### src/rtl/seq_ctrl_pkg.sv
// seq_ctrl_pkg: shared definitions for the phase sequencer.
// Holds the phase encoding, the PHASE bus width and the legal parameter
// ranges that the sequencer checks at elaboration.
package seq_ctrl_pkg;

    localparam int unsigned PHASE_W = 2;

    typedef enum logic [PHASE_W-1:0] {
        PH_IDLE = 2'b00,
        PH_GO   = 2'b01,
        PH_WARN = 2'b10,
        PH_STOP = 2'b11
    } phase_e;

    localparam int unsigned NCH_MIN   = 2;
    localparam int unsigned NCH_MAX   = 8;
    localparam int unsigned CNT_W_MIN = 2;
    localparam int unsigned CNT_W_MAX = 8;
    localparam int unsigned T_MIN     = 1;

    // Longest phase the counter can represent: lengths up to 2^cnt_w cycles.
    function automatic int unsigned t_max(input int unsigned cnt_w);
        return 32'd1 << cnt_w;
    endfunction

endpackage

### src/rtl/seq_phase_ctrl_if.sv
// seq_phase_ctrl_if: control/status bundle of the phase sequencer.
//   CLR, HOLD, REQ[NCH]        : driven by the master (requesters)
//   GRANT[NCH], CH_SEL, PHASE,
//   CNT[CNT_W], DONE           : driven by the slave (sequencer)
interface seq_phase_ctrl_if #(
    parameter int unsigned NCH   = 2,
    parameter int unsigned CNT_W = 4
);
    import seq_ctrl_pkg::*;

    localparam int unsigned SEL_W = $clog2(NCH);

    logic                 CLR;
    logic                 HOLD;
    logic [NCH-1:0]       REQ;
    logic [NCH-1:0]       GRANT;
    logic [SEL_W-1:0]     CH_SEL;
    logic [PHASE_W-1:0]   PHASE;
    logic [CNT_W-1:0]     CNT;
    logic                 DONE;

    modport master (
        output CLR, HOLD, REQ,
        input  GRANT, CH_SEL, PHASE, CNT, DONE
    );

    modport slave (
        input  CLR, HOLD, REQ,
        output GRANT, CH_SEL, PHASE, CNT, DONE
    );

endinterface

### src/rtl/seq_rr_arb.sv
// seq_rr_arb: combinational round-robin winner search.
//   req_i   : per-channel request
//   last_i  : last served channel; search starts at last_i+1 modulo NCH
//   valid_c : some request is present
//   win_c   : winning channel index (last_i when no request)
module seq_rr_arb #(
    parameter int unsigned NCH = 2
) (
    input  logic [NCH-1:0]         req_i,
    input  logic [$clog2(NCH)-1:0] last_i,
    output logic                   valid_c,
    output logic [$clog2(NCH)-1:0] win_c
);

    localparam int unsigned SEL_W = $clog2(NCH);

    // Scan farthest-first so the nearest requester after last_i overwrites.
    always_comb begin
        valid_c = 1'b0;
        win_c   = last_i;
        for (int unsigned k = NCH; k >= 1; k--) begin
            if (req_i[SEL_W'((32'(last_i) + k) % NCH)]) begin
                valid_c = 1'b1;
                win_c   = SEL_W'((32'(last_i) + k) % NCH);
            end
        end
    end

endmodule

### src/rtl/seq_phase_ctrl.sv
// seq_phase_ctrl: round-robin GO/WARN/STOP phase sequencer.
//   CK, RST   : clock, asynchronous active-high reset
//   ctl       : seq_phase_ctrl_if.slave (CLR, HOLD, REQ in; GRANT, CH_SEL,
//               PHASE, CNT, DONE out, all registered)
//   SE, SI, SO: scan enable / in / out, present only with SCAN_CHAIN_EN
//               defined; chain order SI -> state -> CNT -> CH_SEL -> GRANT
//               -> DONE -> SO.
module seq_phase_ctrl
    import seq_ctrl_pkg::*;
#(
    parameter int unsigned NCH    = 2,
    parameter int unsigned CNT_W  = 4,
    parameter int unsigned T_GO   = 8,
    parameter int unsigned T_WARN = 3,
    parameter int unsigned T_STOP = 2
) (
    input  logic CK,
    input  logic RST,
`ifdef SCAN_CHAIN_EN
    input  logic SE,
    input  logic SI,
    output logic SO,
`endif
    seq_phase_ctrl_if.slave ctl
);

    localparam int unsigned SEL_W = $clog2(NCH);
    localparam logic [CNT_W-1:0] GO_LAST   = CNT_W'(T_GO - 1);
    localparam logic [CNT_W-1:0] WARN_LAST = CNT_W'(T_WARN - 1);
    localparam logic [CNT_W-1:0] STOP_LAST = CNT_W'(T_STOP - 1);

    // Elaboration-time parameter range check.
    if ((NCH < NCH_MIN) || (NCH > NCH_MAX) ||
        (CNT_W < CNT_W_MIN) || (CNT_W > CNT_W_MAX) ||
        (T_GO < T_MIN) || (T_GO > t_max(CNT_W)) ||
        (T_WARN < T_MIN) || (T_WARN > t_max(CNT_W)) ||
        (T_STOP < T_MIN) || (T_STOP > t_max(CNT_W))) begin : g_param_err
        $error("seq_phase_ctrl: parameter out of range");
    end

    phase_e           state_q,  state_d;
    logic [CNT_W-1:0] cnt_q,    cnt_d;
    logic [SEL_W-1:0] ch_sel_q, ch_sel_d;
    logic [NCH-1:0]   grant_q,  grant_d;
    logic             done_q,   done_d;

    logic             arb_valid_c;
    logic [SEL_W-1:0] arb_win_c;
    logic             rival_c;

    seq_rr_arb #(.NCH(NCH)) u_arb (
        .req_i   (ctl.REQ),
        .last_i  (ch_sel_q),
        .valid_c (arb_valid_c),
        .win_c   (arb_win_c)
    );

    // Any requester other than the channel currently served.
    assign rival_c = |(ctl.REQ & ~(NCH'(1) << ch_sel_q));

`ifdef SCAN_CHAIN_EN
    localparam int unsigned SCAN_W    = PHASE_W + CNT_W + SEL_W + NCH + 1;
    localparam int unsigned SEL_LSB   = 1 + NCH;
    localparam int unsigned CNT_LSB   = SEL_LSB + SEL_W;
    localparam int unsigned STATE_LSB = CNT_LSB + CNT_W;

    logic [SCAN_W-1:0] scan_nxt_c;
    assign scan_nxt_c = {SI, state_q, cnt_q, ch_sel_q, grant_q};
`endif

    // Next-state: CLR beats HOLD beats normal sequencing.
    always_comb begin
        state_d  = state_q;
        cnt_d    = cnt_q;
        ch_sel_d = ch_sel_q;
        grant_d  = grant_q;
        done_d   = 1'b0;

        if (ctl.CLR) begin
            state_d = PH_IDLE;
            cnt_d   = '0;
            grant_d = '0;
        end else if (!ctl.HOLD) begin
            unique case (state_q)
                PH_IDLE: begin
                    cnt_d   = '0;
                    grant_d = '0;
                    if (arb_valid_c) begin
                        state_d  = PH_GO;
                        ch_sel_d = arb_win_c;
                        grant_d  = NCH'(1) << arb_win_c;
                    end
                end
                PH_GO: begin
                    // Saturate at the last GO count until a rival shows up.
                    if (cnt_q == GO_LAST) begin
                        if (rival_c) begin
                            state_d = PH_WARN;
                            cnt_d   = '0;
                        end
                    end else begin
                        cnt_d = cnt_q + CNT_W'(1);
                    end
                end
                PH_WARN: begin
                    if (cnt_q == WARN_LAST) begin
                        state_d = PH_STOP;
                        cnt_d   = '0;
                        grant_d = '0;
                    end else begin
                        cnt_d = cnt_q + CNT_W'(1);
                    end
                end
                PH_STOP: begin
                    if (cnt_q == STOP_LAST) begin
                        state_d = PH_IDLE;
                        cnt_d   = '0;
                        done_d  = 1'b1;
                    end else begin
                        cnt_d = cnt_q + CNT_W'(1);
                    end
                end
            endcase
        end

`ifdef SCAN_CHAIN_EN
        // Scan shift replaces all functional updates.
        if (SE) begin
            state_d  = phase_e'(scan_nxt_c[STATE_LSB +: PHASE_W]);
            cnt_d    = scan_nxt_c[CNT_LSB +: CNT_W];
            ch_sel_d = scan_nxt_c[SEL_LSB +: SEL_W];
            grant_d  = scan_nxt_c[1 +: NCH];
            done_d   = scan_nxt_c[0];
        end
`endif
    end

    // State register; reset parks CH_SEL on NCH-1 so channel 0 wins first.
    always_ff @(posedge CK or posedge RST) begin
        if (RST) begin
            state_q  <= PH_IDLE;
            cnt_q    <= '0;
            ch_sel_q <= SEL_W'(NCH - 1);
            grant_q  <= '0;
            done_q   <= 1'b0;
        end else begin
            state_q  <= state_d;
            cnt_q    <= cnt_d;
            ch_sel_q <= ch_sel_d;
            grant_q  <= grant_d;
            done_q   <= done_d;
        end
    end

    assign ctl.PHASE  = state_q;
    assign ctl.CNT    = cnt_q;
    assign ctl.CH_SEL = ch_sel_q;
    assign ctl.GRANT  = grant_q;
    assign ctl.DONE   = done_q;
`ifdef SCAN_CHAIN_EN
    assign SO = done_q;
`endif

endmodule
### src/flat_wrapper.sv
// flat-port wrapper written by rule: the top's interface ports become plain ports
module seq_phase_ctrl_flat import seq_ctrl_pkg::*;
#(
    parameter int unsigned NCH    = 2,
    parameter int unsigned CNT_W  = 4,
    parameter int unsigned T_GO   = 8,
    parameter int unsigned T_WARN = 3,
    parameter int unsigned T_STOP = 2
)
  (CK, RST, ctl_CLR, ctl_HOLD, ctl_REQ, ctl_GRANT, ctl_CH_SEL, ctl_PHASE, ctl_CNT, ctl_DONE);
  seq_phase_ctrl_if #(.NCH(NCH), .CNT_W(CNT_W)) ctl_i ();
  input  logic CK;
  input  logic RST;
  input wire logic [$bits(ctl_i.CLR)-1:0] ctl_CLR;
  input wire logic [$bits(ctl_i.HOLD)-1:0] ctl_HOLD;
  input wire logic [$bits(ctl_i.REQ)-1:0] ctl_REQ;
  output wire logic [$bits(ctl_i.GRANT)-1:0] ctl_GRANT;
  output wire logic [$bits(ctl_i.CH_SEL)-1:0] ctl_CH_SEL;
  output wire logic [$bits(ctl_i.PHASE)-1:0] ctl_PHASE;
  output wire logic [$bits(ctl_i.CNT)-1:0] ctl_CNT;
  output wire logic [$bits(ctl_i.DONE)-1:0] ctl_DONE;
  assign ctl_i.CLR = ctl_CLR;
  assign ctl_i.HOLD = ctl_HOLD;
  assign ctl_i.REQ = ctl_REQ;
  assign ctl_GRANT = ctl_i.GRANT;
  assign ctl_CH_SEL = ctl_i.CH_SEL;
  assign ctl_PHASE = ctl_i.PHASE;
  assign ctl_CNT = ctl_i.CNT;
  assign ctl_DONE = ctl_i.DONE;
  seq_phase_ctrl #(.NCH(NCH), .CNT_W(CNT_W), .T_GO(T_GO), .T_WARN(T_WARN), .T_STOP(T_STOP)) u_core (.CK(CK), .RST(RST), .ctl(ctl_i));
endmodule
### config.mk
export PLATFORM = sky130hd
export DESIGN_NAME = seq_phase_ctrl_flat
export DESIGN_NICKNAME = d
export VERILOG_FILES = /design/src/rtl/seq_ctrl_pkg.sv /design/src/rtl/seq_phase_ctrl_if.sv /design/src/rtl/seq_rr_arb.sv /design/src/rtl/seq_phase_ctrl.sv /design/src/flat_wrapper.sv
export SDC_FILE = /design/constraint.sdc
export NUM_CORES = 1
export LEC_CHECK = 0
export BUFFER_PORTS_ARGS = -buffer_cell sky130_fd_sc_hd__buf_2
export CAP_MARGIN = 40
export CELL_PAD_IN_SITES_DETAIL_PLACEMENT = 1
export CELL_PAD_IN_SITES_GLOBAL_PLACEMENT = 1
export CORE_MARGIN = 4
export CORE_UTILIZATION = 42
export DETAILED_ROUTE_END_ITERATION = 8
export PLACE_DENSITY = 0.85
export SLEW_MARGIN = 20
export SYNTH_ARGS = -nofsm -noshare
export SYNTH_HDL_FRONTEND = slang
export SYNTH_SLANG_ARGS = --single-unit
### constraint.sdc
create_clock -name CK -period 3 [get_ports CK]
set_clock_uncertainty 0.05 [all_clocks]
set_input_delay 0.15 -clock CK [delete_from_list [all_inputs] [get_ports CK]]
set_output_delay 0.15 -clock CK [all_outputs]
set_load 0.01 [all_outputs]
Word level (Yosys, flattened, before mapping)
Index checks and enable logic that the tools add are counted.
{"block": "totals", "elab_cells": 68, "inputBits": 6, "output_inout_bits": 10, "register_bits": 10}
{"block": "classes", "shifts": 2, "n_reduce_logical": 7, "n_mux": 32, "magnitude_cmp": 2, "n_addsub": 3, "n_bitwise": 4, "n_eq_ne": 13}
{"cell": "2-to-1 mux 4 bit", "count": 6}
{"cell": "2-to-1 mux 2 bit", "count": 11}
{"cell": "case mux 4 bit (4 select lines)", "count": 1}
{"cell": "!= test 3 x 2 -> 1 bit (second input constant)", "count": 5}
{"cell": "2-to-1 mux 1 bit", "count": 12}
{"cell": "case mux 2 bit (4 select lines)", "count": 1}
{"cell": "AND reduction 6 bit", "count": 1}
{"cell": "adder 4 x 1 -> 4 bit (second input constant)", "count": 1}
{"cell": "equality test 2 bit (second input constant)", "count": 2}
{"cell": "equality test 4 x 1 -> 1 bit (second input constant)", "count": 1}
{"cell": "equality test 4 x 2 -> 1 bit (second input constant)", "count": 1}
{"cell": "equality test 4 x 3 -> 1 bit (second input constant)", "count": 1}
{"cell": "less-than comparator 1 x 2 -> 1 bit (second input constant)", "count": 2}
{"cell": "!= test 4 x 3 -> 1 bit (second input constant)", "count": 1}
{"cell": "case mux 2 bit (2 select lines)", "count": 1}
{"cell": "AND reduction 4 bit", "count": 1}
{"cell": "left shift 1 x 1 -> 2 bit (first input constant)", "count": 2}
{"cell": "AND reduction 3 bit", "count": 1}
{"cell": "nonzero test 3 bit", "count": 1}
{"cell": "adder 1 bit (second input constant)", "count": 2}
{"cell": "AND 2 bit", "count": 1}
{"cell": "equality test 2 x 1 -> 1 bit (second input constant)", "count": 1}
{"cell": "logical NOT 2 bit", "count": 1}
{"cell": "!= test 2 bit (second input constant)", "count": 1}
{"cell": "other kinds (4)", "count": 5}

Depth between registers and ports, before layout
Gate-level depths: netlist of the first run.
{"block": "depth", "depth_word": 10, "mapped_depth": 6, "ltp_nobuf": 6}

By module
A second synthesis of the first run with hierarchy kept.
{"block": "unflattened", "hier_cells": 74, "hier_area_um2": 691.9}
{"mod": "seq_phase_ctrl", "cells_per_inst": 71, "n_inst": 1, "seq_area_each_um2": 251.5, "area_each_um2": 671.9}
{"mod": "seq_rr_arb", "cells_per_inst": 3, "n_inst": 1, "seq_area_each_um2": 0.0, "area_each_um2": 20.0}

Least setup slack after synthesis of the first run
Ideal clock, no wire load.
{"block": "synth_timing", "path_kind": "reg-to-reg", "from": "register u_core.state_q[0], in the netlist u_core.ctl.PHASE[0]", "to": "register u_core.cnt_q[0], in the netlist u_core.ctl.CNT[0]", "synth_period_minus_slack_ns": 1.827, "path_slack_ns": 1.173, "n_path_buf": 0, "setup_time_ns": 0.125, "t_arrival_ns": 1.652, "required_ns": 2.825, "path_stages_with_launch": 7, "path_cell_list": "dfrtp_1 inv_1 ha_1 nor4bb_1 o32a_1 nor3_1 mux2_2"}
{"block": "synth_between", "elab_chain_cells": 4, "elab_cells_between_ends": 9}
{"element": "from (decl)", "line_no": "seq_phase_ctrl.sv:41", "rtl": "phase_e state_q, state_d;"}
{"element": "from (signal assigned)", "line_no": "seq_phase_ctrl.sv:147", "rtl": "state_q <= state_d;"}
{"element": "equality test 2 bit (tied with other cells)", "line_no": "seq_phase_ctrl.sv:84", "rtl": "unique case (state_q)"}
{"element": "case mux 4 bit (4 select lines)", "line_no": "seq_phase_ctrl.sv:84"}
{"element": "2-to-1 mux 4 bit", "line_no": "seq_phase_ctrl.sv:83", "rtl": "end else if (!ctl.HOLD) begin"}
{"element": "2-to-1 mux 4 bit", "line_no": "seq_phase_ctrl.sv:79", "rtl": "if (ctl.CLR) begin"}
{"element": "to (signal assigned)", "line_no": "seq_phase_ctrl.sv:148", "rtl": "cnt_q <= cnt_d;"}
{"element": "to (decl)", "line_no": "seq_phase_ctrl.sv:42", "rtl": "logic [CNT_W-1:0] cnt_q, cnt_d;"}
Parallel ways exist; a longest one is shown, timed or not. The select of a mux whose other input is x is not followed.
A chain may end at the register's enable or synchronous reset.

Final worst setup path of the first run
Ends and elaborated chain as after synthesis.

==> results.ini, run 1 <==
[run_status]
outcome=finished, final reports clean

[placed_design]
place_worst_setup_slack_ps=1020
placed_instances=116
place_congestion=0.824
detailedPlacementHpwl_mm=1.43
portBuffers=15

[worst_setup_path]
cp_data_required_time_ps=3100
critical_path_maximum_fanout=7
critical_path_class=register to register
timing.critical_path.arrival_ps=2140
end_kind=register
critical_path.startpoint_type=register

[timing]
setup_violations=0
timing.final.crit_period_ps=2040
timing.final.hold_violations=0
slew_viol_final=0
tightest_slew_ps=447
fmax_ghz=0.491
rsz0062_at_grt=no
final.setup.tns_ps=0
post-route-period-util_pct=67.8
slew_headroom_pct=69.8
timing.final.ws_setup_ps=965
finalHoldWorstSlack_ps=108

[global_route]
wire_length_of_the_first_global_routing_pass_mm=3.19
grt_pass1_vias=656
grtUsageTotal_pct=16.4
globalRouteOverflowTotal=0
grt_max_degree=13
grt_antenna_before_repair=0

[pwr]
peakVddDrop_uv=468
p_sw_uw=261
sequential_share_of_power_pct=31.3
p_leak_uw=0.000429
clkPwrFrac_pct=19.2
intPower_uw=384
power-per-cell-area_nw_per_um2=721
combinationalPowerShare_pct=49.5
netSwitchingFraction_pct=40.5

[synth]
yosysSeqAreaShare_pct=33.6
yosys_warnings=0
yosys_register_bits=10
synth_nets=92
syn_area_per_cell_um2=9.59
synth_area_um2=748
synth.lib_cells_used.distinct=34
synth_cells=78

[clocking]
numCtsBuffers=3
number_of_setup_buffers_added_after_cts=0
clock_latency_ps=270
cts-root-to-sink-buffers=2
clk_root_buffer_cell=clkbuf_4
cts_htree_levels=1
clk_pin_slew_ps=70
tritoncts=done
number_of_clock_sinks=10

[final_layout]
syn_to_final_growth_pct=19.6
layout.cells.most_common_list=buf_2 (15), nor2_1 (9), dfrtp_1 (9)
antenna_diode_count=0
design.final.nets=112
final_core_util_pct=56.1
stdcell_count=121
drive_gt1_share_pct=26.8
mostFrequentLayoutCell=buf_2
fill_cells=184

[hold_path]
worstHoldPathType=input port to register

[routing]
drt_wl_total_mm=1.80
wire_per_inst_um=14.9
ant_nets=0
vias=659
drt_pass1_iterations=4
drc=0
initial_drt_markers=11
avgViaCountPerCell=5.45

[floorplan]
die-height_um=50.2
die_area_um2=2520
floorplan.initialDensity_pct=46.9
design.core.area_um2=1590
floorplan.io_pins=16
die_w_um=50.2
placementRows=14

[flow_run]
timing.max_cap.violations=0

## synthesized netlist by cell type, drive strengths merged
cell type  number  share of area [%]
nand2b          5                4.2
nand2           3                1.5
a22o            1                1.2
mux2i           2                2.7
o211ai          1                1.0
a31oi           1               0.84
nor4            1               0.84
inv             6                3.0
buf             1               0.67
o21bai          1                1.0
dfrtp           9                 30
or2             2                1.7
nor3b           1                1.0
and3            2                1.7
or3             1               0.84
dfstp           1                3.5
nor3            2                1.3
ha              8                 13
a222oi          1                1.3
or3b            2                2.3
a211oi          1                1.0
nor4bb          1                1.3
a21o            1                1.0
o31ai           4                4.7
mux2            2                3.0
nor2b           1               0.84
nor2            9                4.5
a221oi          1                1.2
nor4b           2                2.3
a32o            2                2.7
nand3b          2                2.0
o32a            1                1.3
## sequential cells by signal (all words and copies together) (netlist names)
signal,flops
u_core.ctl.PHASE,2
u_core.ctl.DONE,1
u_core.ctl.GRANT,2
u_core.ctl.CH_SEL,1
u_core.ctl.CNT,4
## power groups by stage
stage | Combinational (µW) | Clock [µW] | Sequential, µW
after floorplan | 213 | 0 | 214
after global placement | 310 | 0 | 200
after detailed placement | 318 | 0 | 204
after CTS | 320 | 131 | 202
after global routing | 361 | 139 | 208
final | 319 | 124 | 202
## what timing repair did
action	in CTS	in global routing
hold endpoints to repair	9	0
hold buffers	1	0
gates resized for setup	0	0
## cell type report
class,instances,area [µm²],area share (%)
tap,24,30.0,3.36
inverter,6,22.5,2.52
sequential,10,251,28.1
multi-input combinational,61,469,52.4
clock buffer,4,36.3,4.06
timing repair buffer,16,85.1,9.51
## layer usage
| metal | part of all wire [%] | vias up | GRT usage, % | wire length (µm) |
|---|---|---|---|---|
| met1 | 47 | 318 | 19.9 | 840 |
| met4 | 0 | 0 | 2.76 | 0 |
| met2 | 48 | 15 | 28.3 | 861 |
| met5 | 0 | - | 0 | 0 |
| met3 | 5.5 | 0 | 5.62 | 99 |
| li1 | - | 326 | - | - |
## path summary, 6_finish.rpt
check	startpoint	end	slack, ps	depth (start not counted)
worst max-delay path	u_core.ctl.PHASE[0]	u_core.ctl.CNT[0]	960	6
worst min-delay path	ctl_REQ[0]	u_core.ctl.GRANT[0]	110	2
worst max register to register	u_core.ctl.PHASE[0]	u_core.ctl.CNT[0]	960	6
worst min register to register	u_core.ctl.GRANT[1]	u_core.ctl.GRANT[1]	440	1
max in group asynchronous	RST	u_core.ctl.CH_SEL	2220	3
min in group asynchronous	RST	u_core.ctl.CNT[2]	360	3
## metrics by stage
step	instance area [µm²]	power, µW
5_1_grt	895	708
6_report	895	645
4_1_cts	895	652
3_5_place_dp	848	522
2_1_floorplan	748	427
3_3_place_gp	848	510
## critical path, cell delays in order, from the launching register on
cell and delay, ps:
dfrtp_1 400, inv_1 110, ha_1 300, nor4bb_1 440, o32a_1 280, nor3_1 70, mux2_2 280
## kinds of logic (layout without fill, tap and decap cells)
group | Yosys count | after routing | share of synthesized area [%]
mux | 4 | 4 | 5.69
compound gates | 15 | 15 | 17.2
simple gates | 34 | 34 | 26.4
flops | 10 | 10 | 33.6
buf+inv | 7 | 26 | 3.68
fa+ha+maj | 8 | 8 | 13.4
Power figures use the tool's default switching activity.
==> run 2: changes to the inputs <==
--- a/config.mk
+++ b/config.mk
@@ -10,9 +10,9 @@
 export CELL_PAD_IN_SITES_DETAIL_PLACEMENT = 1
 export CELL_PAD_IN_SITES_GLOBAL_PLACEMENT = 1
 export CORE_MARGIN = 4
-export CORE_UTILIZATION = 42
+export CORE_UTILIZATION = 39
 export DETAILED_ROUTE_END_ITERATION = 8
-export PLACE_DENSITY = 0.85
+export PLACE_DENSITY = 0.8
 export SLEW_MARGIN = 20
 export SYNTH_ARGS = -nofsm -noshare
 export SYNTH_HDL_FRONTEND = slang
==> constraint.sdc (replaced) <==
create_clock -name CK -period 1.9 [get_ports CK]
set_clock_uncertainty 0.05 [all_clocks]
set_input_delay 0.095 -clock CK [delete_from_list [all_inputs] [get_ports CK]]
set_output_delay 0.095 -clock CK [all_outputs]
set_load 0.01 [all_outputs]
==> results.ini, run 2 (same netlist as run 1, synthesis figures left out) <==
[run_status]
outcome=complete, but fails checks  ; was finished, final reports clean
violations=negative setup slack

[global_route]
wire_length_of_the_first_global_routing_pass_mm=3.42  ; was 3.19 mm
grt_antenna_before_repair=0  ; unchanged
grt_pass1_vias=741  ; was 656
gr-usage-met1_pct=22.5  ; was 19.9%
globalRouteOverflowTotal=0  ; unchanged
met3_resource_use_gr_pct=3.72  ; was 5.62%
global_route.usage.met2_pct=28.4  ; was 28.3%
grtUsageTotal_pct=17.5  ; was 16.4%
grt_max_degree=11  ; was 13
grt_most_used_layer=met2  ; unchanged

[clocking]
tritoncts=done  ; unchanged
numCtsBuffers=3  ; unchanged
cts_htree_levels=1  ; unchanged
clk_pin_slew_ps=80  ; was 70 ps
number_of_clock_sinks=10  ; unchanged
cts-root-to-sink-buffers=2  ; unchanged
clk_root_buffer_cell=clkbuf_4  ; unchanged
clock_latency_ps=290  ; was 270 ps

[worst_setup_path]
critical_path_maximum_fanout=3  ; was 7
timing.critical_path.arrival_ps=2060  ; was 2140 ps
critical_path_class=register to register  ; unchanged
critical_path.max_stage_delay_ps=400  ; was 440 ps
end_kind=register  ; unchanged
cp_data_required_time_ps=1990  ; was 3100 ps
critical_path.startpoint_type=register  ; unchanged
crit_chain=inv_1, ha_2, or3b_4, a222oi_1, o211ai_1, mux2i_1  ; was inv_1, ha_1, nor4bb_1, o32a_1, nor3_1, mux2_2
critPathSlowestCell=dfrtp_1  ; was nor4bb_1

[placed_design]
portBuffers=15  ; unchanged
detailedPlacementHpwl_mm=1.55  ; was 1.43 mm
place_congestion=0.805  ; was 0.824
dpl_cell_area_um2=902  ; was 848 µm²

[final_layout]
largest_reg_flops=4  ; unchanged
antenna_diode_count=0  ; unchanged
stdcell_area_um2=1020  ; was 895 µm²
layout.cells.most_common_list=buf_2 (15), buf_4 (11), nor2_1 (9), dfrtp_1 (9), inv_1 (6)  ; was buf_2 (15), nor2_1 (9), dfrtp_1 (9)
syn_to_final_growth_pct=36.8  ; was 19.6%
mostFrequentLayoutCell=buf_2  ; unchanged
drive_gt1_share_pct=43.5  ; was 26.8%
design.final.nets=123  ; was 112

[timing]
slew_viol_final=0  ; unchanged
post-route-period-util_pct=104  ; was 67.8%
finalHoldWorstSlack_ps=67.3  ; was 108 ps
final.setup.tns_ps=-142  ; was 0 ps
fmax_ghz=0.508  ; was 0.491 GHz
setup_violations=3  ; was 0
rsz0062_at_grt=yes  ; was no
timing.final.crit_period_ps=1970  ; was 2040 ps
slew_headroom_pct=71.3  ; was 69.8%
timing.final.hold_violations=0  ; unchanged
tightest_slew_ps=430  ; was 447 ps
timing.final.ws_setup_ps=-69.8  ; was 965 ps

[pwr]
power-per-cell-area_nw_per_um2=1110  ; was 721 nW/µm²
peakVddDrop_uv=763  ; was 468 µV
p_leak_uw=0.000486  ; was 0.000429 µW

[floorplan]
die_w_um=51.8  ; was 50.2 µm
die_area_um2=2680  ; was 2520 µm²
design.core.area_um2=1760  ; was 1590 µm²
placementRows=15  ; was 14
floorplan.io_pins=16  ; unchanged
die-height_um=51.8  ; was 50.2 µm
floorplan.initialDensity_pct=42.4  ; was 46.9%

[routing]
drt_wl_total_mm=2.30  ; was 1.80 mm
avgViaCountPerCell=5.68  ; was 5.45
initial_drt_markers=17  ; was 11
vias=756  ; was 659
drc=0  ; unchanged
drt_pass1_iterations=4  ; unchanged
wire_per_inst_um=17.3  ; was 14.9 µm
ant_nets=0  ; unchanged

[flow_run]
timing.max_cap.violations=0  ; unchanged

[hold_path]
worstHoldPathType=input port to register  ; unchanged

-- run 2: final timing paths --
kind                                      from             endpoint  slack, ps  cells past startpoint
max reg2reg                  u_core.ctl.CNT[1]  u_core.ctl.PHASE[1]        -70                      6
max in group asynchronous                  RST    u_core.ctl.CH_SEL       1160                      3
min reg2reg                u_core.ctl.GRANT[0]  u_core.ctl.GRANT[0]        440                      1
min in group asynchronous                  RST    u_core.ctl.CNT[2]        290                      3
min                                 ctl_REQ[0]  u_core.ctl.GRANT[0]         70                      2
max                          u_core.ctl.CNT[1]  u_core.ctl.PHASE[1]        -70                      6
-- run 2: final cells by class --
type,instances,area (µm²)
Fill cell,221,741
Multi-Input combinational cell,61,524
Sequential cell,10,251
Timing Repair Buffer,27,168
Tap cell,25,31.3
Clock buffer,4,26.3
Inverter,6,22.5
-- run 2: routing by layer --
layer	part of all wire, %	vias to the layer above
li1	-	349
met4	1.5	0
met3	5.4	5
met1	46	376
met2	47	26
met5	0	-
-- run 2: repair_timing --
action	in CTS	in global routing
hold buffers	1	0
pin swaps	2	5
setup buffers	2	2
setup endpoints to repair	3	5
endpoints found under the hold margin	9	0
gates resized for setup	2	10
-- run 2: worst max-delay path, delay by kind of cell (launching register included) --
family | cells | cell delay [ps]
DFF | 1 | 400
and+or+nand+nor | 1 | 390
adders and majority gates | 1 | 170
buffers and inverters | 1 | 70
AOI/OAI and AO/OA | 2 | 560
muxes | 1 | 170
-- run 2: metrics by stage --
stage	setup WS (ps)	total power, µW	instances	utilization, %
5_1_grt	-118	1230	133	58.0
4_1_cts	-43.1	1070	131	54.3
2_1_floorplan	73.2	675	78	-
6_report	-69.8	1140	133	58.0
3_3_place_gp	-28.3	849	124	51.1
3_5_place_dp	-6.60	872	124	51.1
-- run 2: power by group --
| group | internal (µW) | switching [µW] |
|---|---|---|
| registers | 268 | 46.5 |
| clock network | 81.6 | 90.2 |
| logic | 305 | 347 |
| total | 655 | 484 |
